<file path="src/rtl/encrypter_top_level.sv">
// LFSR stream encrypter: frames a plaintext message with 0x7E padding and
// XORs each of the 64 frame bytes with a 5-bit LFSR, writing ciphertext to mem[64:127].

module enc_dat_mem (
  input  logic       clk,
  input  logic       we,
  input  logic [7:0] waddr,
  input  logic [7:0] wdata,
  input  logic [7:0] raddr_a,
  input  logic [7:0] raddr_b,
  output logic [7:0] rdata_a_c,
  output logic [7:0] rdata_b_c
);

  logic [7:0] core [256];

  always_ff @(posedge clk) begin
    if (we) begin
      core[waddr] <= wdata;
    end
  end

  assign rdata_a_c = core[raddr_a];
  assign rdata_b_c = core[raddr_b];

endmodule

module encrypter_top_level (
  input  logic       clk,
  input  logic       init,
  input  logic       wr_en,
  input  logic [7:0] waddr,
  input  logic [7:0] data_in,
  input  logic [7:0] raddr,
  output logic [7:0] data_out,
  output logic       done
);

  localparam int unsigned AW        = 8;
  localparam int unsigned DW        = 8;
  localparam int unsigned IW        = 6;
  localparam int unsigned LW        = 5;
  localparam int unsigned MSG_BASE  = 0;
  localparam int unsigned CFG_BASE  = 60;
  localparam int unsigned CT_BASE   = 64;
  localparam int unsigned MAX_LEN   = 50;
  localparam int unsigned PRE_MIN   = 7;
  localparam int unsigned PRE_MAX   = 12;
  localparam int unsigned LAST_IDX  = 63;
  localparam logic [DW-1:0] PAD     = 8'h7E;

  localparam logic [1:0] S_IDLE = 2'd0;
  localparam logic [1:0] S_LOAD = 2'd1;
  localparam logic [1:0] S_RUN  = 2'd2;
  localparam logic [1:0] S_DONE = 2'd3;

  logic [1:0]    state_q, state_d;
  logic [1:0]    cnt_q,   cnt_d;
  logic [IW-1:0] idx_q,   idx_d;
  logic [LW-1:0] lfsr_q,  lfsr_d;
  logic [LW-1:0] taps_q,  taps_d;
  logic [IW-1:0] len_q,   len_d;
  logic [3:0]    pre_q,   pre_d;
  logic          done_q,  done_d;

  logic          mem_we_c;
  logic [AW-1:0] mem_waddr_c;
  logic [DW-1:0] mem_wdata_c;
  logic [AW-1:0] int_raddr_c;
  logic [DW-1:0] int_rdata_c;
  logic [DW-1:0] frame_c;
  logic [6:0]    pos_c;
  logic [6:0]    msg_end_c;
  logic          in_msg_c;
  logic          host_ok_c;
  logic [LW-1:0] lfsr_step_c;

  function automatic logic [IW-1:0] clamp_len(input logic [DW-1:0] b);
    return (b > DW'(MAX_LEN)) ? IW'(MAX_LEN) : b[IW-1:0];
  endfunction

  function automatic logic [3:0] clamp_pre(input logic [DW-1:0] b);
    if (b < DW'(PRE_MIN)) begin
      return 4'(PRE_MIN);
    end else if (b > DW'(PRE_MAX)) begin
      return 4'(PRE_MAX);
    end
    return b[3:0];
  endfunction

  // Out-of-range pattern selects fall back to the 5'h17 polynomial.
  function automatic logic [LW-1:0] pat_taps(input logic [DW-1:0] b);
    case (b)
      8'd0:    return 5'h1E;
      8'd1:    return 5'h1D;
      8'd2:    return 5'h1B;
      8'd3:    return 5'h17;
      8'd4:    return 5'h14;
      8'd5:    return 5'h12;
      default: return 5'h17;
    endcase
  endfunction

  // An all-zero seed would lock the LFSR, so it is forced to 1.
  function automatic logic [LW-1:0] seed_of(input logic [LW-1:0] b);
    return (b == '0) ? LW'(1) : b;
  endfunction

  enc_dat_mem dm1 (
    .clk       (clk),
    .we        (mem_we_c),
    .waddr     (mem_waddr_c),
    .wdata     (mem_wdata_c),
    .raddr_a   (raddr),
    .raddr_b   (int_raddr_c),
    .rdata_a_c (data_out),
    .rdata_b_c (int_rdata_c)
  );

  // Frame position decode and internal read address.
  always_comb begin
    pos_c       = {1'b0, idx_q};
    msg_end_c   = 7'(pre_q) + 7'(len_q);
    in_msg_c    = (pos_c >= 7'(pre_q)) && (pos_c < msg_end_c);
    int_raddr_c = AW'(CFG_BASE) + AW'(cnt_q);
    if (state_q == S_RUN) begin
      int_raddr_c = AW'(MSG_BASE) + AW'(idx_q) - AW'(pre_q);
    end
    frame_c     = in_msg_c ? int_rdata_c : PAD;
    lfsr_step_c = {lfsr_q[3:0], ^(lfsr_q & taps_q)};
  end

  // Memory write arbitration: ciphertext while running, host otherwise.
  always_comb begin
    host_ok_c   = init || (state_q == S_IDLE) || (state_q == S_DONE);
    mem_we_c    = 1'b0;
    mem_waddr_c = waddr;
    mem_wdata_c = data_in;
    if ((state_q == S_RUN) && !init) begin
      mem_we_c    = 1'b1;
      mem_waddr_c = AW'(CT_BASE) + AW'(idx_q);
      mem_wdata_c = frame_c ^ DW'(lfsr_q);
    end else if (wr_en && host_ok_c) begin
      mem_we_c    = 1'b1;
    end
  end

  always_comb begin
    state_d = state_q;
    cnt_d   = cnt_q;
    idx_d   = idx_q;
    lfsr_d  = lfsr_q;
    taps_d  = taps_q;
    len_d   = len_q;
    pre_d   = pre_q;
    done_d  = (state_q == S_DONE);
    case (state_q)
      S_IDLE: begin
        len_d   = clamp_len(int_rdata_c);
        cnt_d   = 2'd1;
        state_d = S_LOAD;
      end
      S_LOAD: begin
        cnt_d = cnt_q + 2'd1;
        case (cnt_q)
          2'd1:    pre_d  = clamp_pre(int_rdata_c);
          2'd2:    taps_d = pat_taps(int_rdata_c);
          2'd3: begin
            lfsr_d  = seed_of(int_rdata_c[LW-1:0]);
            idx_d   = '0;
            state_d = S_RUN;
          end
          default: cnt_d = 2'd1;
        endcase
      end
      S_RUN: begin
        lfsr_d = lfsr_step_c;
        idx_d  = idx_q + IW'(1);
        if (idx_q == IW'(LAST_IDX)) begin
          state_d = S_DONE;
        end
      end
      default: begin
        state_d = S_DONE;
      end
    endcase
  end

  always_ff @(posedge clk) begin
    if (init) begin
      state_q <= S_IDLE;
      cnt_q   <= '0;
      idx_q   <= '0;
      lfsr_q  <= '0;
      taps_q  <= '0;
      len_q   <= '0;
      pre_q   <= '0;
      done_q  <= 1'b0;
    end else begin
      state_q <= state_d;
      cnt_q   <= cnt_d;
      idx_q   <= idx_d;
      lfsr_q  <= lfsr_d;
      taps_q  <= taps_d;
      len_q   <= len_d;
      pre_q   <= pre_d;
      done_q  <= done_d;
    end
  end

  assign done = done_q;

endmodule
</file>
<file path="config.mk">
export PLATFORM = sky130hd
export DESIGN_NAME = encrypter_top_level
export DESIGN_NICKNAME = d
export VERILOG_FILES = /design/src/rtl/encrypter_top_level.sv
export SDC_FILE = /design/constraint.sdc
export NUM_CORES = 2
export LEC_CHECK = 0
export CAP_MARGIN = 20
export CORE_ASPECT_RATIO = 0.5
export CORE_MARGIN = 5
export CORE_UTILIZATION = 45
export CTS_CLUSTER_DIAMETER = 100
export DETAILED_ROUTE_END_ITERATION = 10
export PLACE_DENSITY = 0.68
export RECOVER_POWER = 100
export SLEW_MARGIN = 0
export SYNTH_ARGS = -nofsm -noshare
export SYNTH_HDL_FRONTEND = slang
export SYNTH_SLANG_ARGS = --single-unit
</file>
<file path="constraint.sdc">
create_clock -name clk -period 25 [get_ports clk]
set_input_delay 3.75 -clock clk [delete_from_list [all_inputs] [get_ports clk]]
set_output_delay 3.75 -clock clk [all_outputs]
set_load 0.005 [all_outputs]
</file>
==> out/metrics.csv <==
stage,metric,value,unit
clock_network,post-CTS sizing,0,
min_path,Hold WC Path Type,reg2reg,
pwr,Reg power frac,0.531,
synth,post-synthesis sequential area ratio,0.693,
outcome,outcome,"finished, violations left",
routing,via total after detailed routing,49300,
sta,Final setup viols,0,
pwr,part of the power in combinational logic,0.076,
synth,Synth Flop Type,edfxtp_1,
synth,cell area after synthesis,0.0896,mm²
synth,syn nets,4622,
worst_setup_path,Crit. End Element,flip-flop,
place,final RePlAce weighted congestion,0.926,
global_route,grt total ovfl,0,
pwr,cell-internal power,5.61,mW
layout,layout cells sized above 1,0.251,
place,Setup WS pre-CTS,11.66,ns
pwr,LEAKAGE,30.7,nW
clock_network,CTS tree,done,
worst_setup_path,Worst EP required,25.24,ns
sta,f_max,0.0540,GHz
global_route,maximum number of pins on one net before global-route repair,193,
synth,synth warn,0,
pwr,maximum VDD drop,0.0000498,V
place,dpl hpwl,157000,µm
synth,ys async rst share,0,
global_route,first-pass GRT wire length,365000,µm
clock_network,"Hold-fix buffers, CTS",0,
pwr,P_sw,1.64,mW
sta,Worst slew margin,-2.06,
routing,mean routed wirelength per cell,34.7,µm
synth,Syn Inst Count,4574,
global_route,Global Route Usage Sum,0.244,
sta,Hold Fails Final Rpt,0,
place,# port buffers,35,
sta,"Period Utilization, post-route",0.741,
job,max-cap viol count,47,
global_route,number of global-route vias before repair,49100,
floorplanning,Die Wd,641,µm
floorplanning,die height,326,µm
routing,post-detailed-route DRC marker count,0,
clock_network,cts bufs inserted,186,
floorplanning,full die area,0.209,mm²
sta,fin crit period,18.52,ns
clock_network,clk slew on worst S/H paths,0.06,ns
clock_network,Clock Tree Root,clkbuf_16,
layout,final non-filler cell total,7400,
worst_setup_path,Crit Path Max Fanout,92,
routing,vias per cell,6.67,
routing,DRT Pass-1 Iters,5,
sta,post-layout worst setup margin,6.48,ns
pwr,clock network power share,0.392,
layout,final net count,4665,
layout,area grow syn2layout,10.1,%
sta,Worst Skew,0.0481,ns
synth,Synth Area per Inst,19.6,µm²
layout,# fillers,15500,
worst_setup_path,Setup crit start kind,flip-flop,
clock_network,Setup Buffers After CTS,0,
clock_network,H-tree depth,4,
synth,number of synthesized register bits,2079,
sta,RSZ-0062 raised after global routing,false,
sta,setup TNS,0,ns
layout,"Core Util, Final",0.500,
routing,DRT antenna net count,0,
synth,number of synthesized flops with an enable pin,2048,
routing,DRT Wirelength,257000,µm
global_route,initial antenna violation count,19,
outcome,failing checks,"capacitance limit, slew limit",
routing,drt initial violations,7860,
floorplanning,IO Count,36,
place,placed cell count,7038,
synth,synth unique cells,93,
pwr,PwrDens,73.4,mW/mm²
floorplanning,FP Rows,115,
sta,max-slew violation total from the final report,2093,
worst_setup_path,Setup CP Type,reg2reg,
pwr,Tot Pwr,7.25,mW
clock_network,later-pin clock latency in the skew report,0.85,ns
floorplanning,Core ar.,0.197,mm²
pwr,Switching Fraction,0.226,
clock_network,clk sinks,2079,
worst_setup_path,critical path arrival,18.75,ns
clock_network,clock buffer depth,3,
floorplanning,starting density of the core,0.454,
sta,worst slew pin tran,4.59,ns
## layer usage
metal	wire length, µm	GRT usage
met4	11500	0.0942
met2	116000	0.365
met3	34300	0.0807
met5	46	0
met1	94700	0.334
## registers in the layout (all words and copies together), names as in the netlist
signal and count:
dm1.core 2048, idx_q 6, lfsr_q 5, cnt_q 2, taps_q 5, done 1
pre_q 4, len_q 6, state_q 2
## synth_stat cells (5+ instances only)
library cell  count  area, µm²
xnor2_1           6       52.6
dfxtp_1          31        621
a211oi_1         78        586
o211a_1          46        460
o21ai_1           6       30.0
clkbuf_1        160        601
mux4_1            6        158
nor2_1          310       1160
a32o_1            6       60.1
o211ai_1         29        218
nand3_1          33        165
edfxtp_1       2048      61500
ha_1             19        238
nor3_1           17       85.1
nand2_1         194        728
a21oi_1         120        601
o31ai_1          10       75.1
mux2i_1          73        731
mux4_2          758      17100
a22oi_1          37        278
xor2_1           10       87.6
nor2b_1          10       62.6
a21o_1           10       75.1
o21ai_0          86        430
and3_1           18        113
buf_2            72        360
o22ai_1          30        188
o2111ai_1        12        105
a31oi_1          20        125
and2_1            5       31.3
nand4_1           7       43.8
inv_1            24       90.1
a221oi_1         22        193
buf_1            63        236
buf_6            16        180
mux2_2           67        754
nand3b_1          5       37.5
buf_4            18        135
## cell families after synthesis
family                     count (synthesis)  synth area share
DFF                                     2079             0.693
adders and majority gates                 21           0.00310
and+or+nand+nor                          627            0.0300
xor gates and xnor gates                  17           0.00174
muxes                                    904             0.209
AOI/OAI and AO/OA                        567            0.0448
buffers and inverters                    359            0.0186
## through the flow
stage               area [µm²]  hold WS, ns
floorplan                89600        0.432
global placement         92800        0.454
detailed placement       93000        0.470
CTS                      99000        0.480
global route             98700        0.513
finish                   98700        0.478
## cell type report
type / instances / area [µm²] / share of cell area
clock buffer: 230 / 4900 / 0.0497
antenna: 6 / 15.0 / 0.000152
clock inverter: 103 / 1010 / 0.0102
sequential: 2079 / 62100 / 0.629
tap: 2632 / 3290 / 0.0334
inverter: 26 / 97.6 / 0.000989
timing repair buffer: 188 / 1320 / 0.0134
multi-input combinational: 2136 / 26000 / 0.263
## worst max-delay path: stages (launching register included)
cell	delay, ns
dfxtp_1	0.48
inv_1	0.20
ha_1	0.25
fa_1	0.44
xor2_2	0.17
clkbuf_1	1.11
and2_0	1.62
clkbuf_1	2.23
clkbuf_1	2.51
nor2_1	0.19
o21ai_0	0.42
nand4_1	0.41
o311ai_0	0.87
a21oi_1	0.24
xor2_1	0.26
o21ai_0	1.29
clkbuf_1	3.04
clkbuf_1	1.98
## power groups by stage
stage | Sequential [mW] | Clock [mW] | Combinational, mW
final | 3.85 | 2.85 | 0.552
after global routing | 3.85 | 3.02 | 0.573
after CTS | 3.84 | 2.87 | 0.547
after detailed placement | 3.92 | 0 | 0.545
after global placement | 3.92 | 0 | 0.536
after floorplan | 3.95 | 0 | 0.336
## worst paths after layout
kind | startpoint | to | slack (ns) | cells after the start
setup / recovery | idx_q[0]$_SDFFE_PP0P_ | dm1.core[144][1]$_DFFE_PP_ | 6.48 | 17
hold / removal | len_q[2]$_SDFFE_PP0P_ | len_q[2]$_SDFFE_PP0P_ | 0.48 | 2
setup reg to reg | idx_q[0]$_SDFFE_PP0P_ | dm1.core[144][1]$_DFFE_PP_ | 6.48 | 17
hold reg to reg | len_q[2]$_SDFFE_PP0P_ | len_q[2]$_SDFFE_PP0P_ | 0.48 | 2
## placed cells by master (no fill, tap or decap), drive strengths merged, types with 19 or more instances in the layout
cell,synthesis,final
a211oi,80,80
a21oi,123,123
a221oi,25,25
a22oi,38,38
a31oi,21,21
buf,172,73
clkbuf,161,316
clkdlybuf4s50,0,23
clkinv,1,78
dfxtp,31,31
edfxtp,2048,2048
ha,19,19
inv,25,32
mux2,67,67
mux2i,73,73
mux4,764,764
nand2,194,194
nand3,33,33
nor2,312,312
nor3,19,19
o211a,46,46
o211ai,30,30
o21ai,94,94
o22ai,30,30
Power figures use the tool's default switching activity.
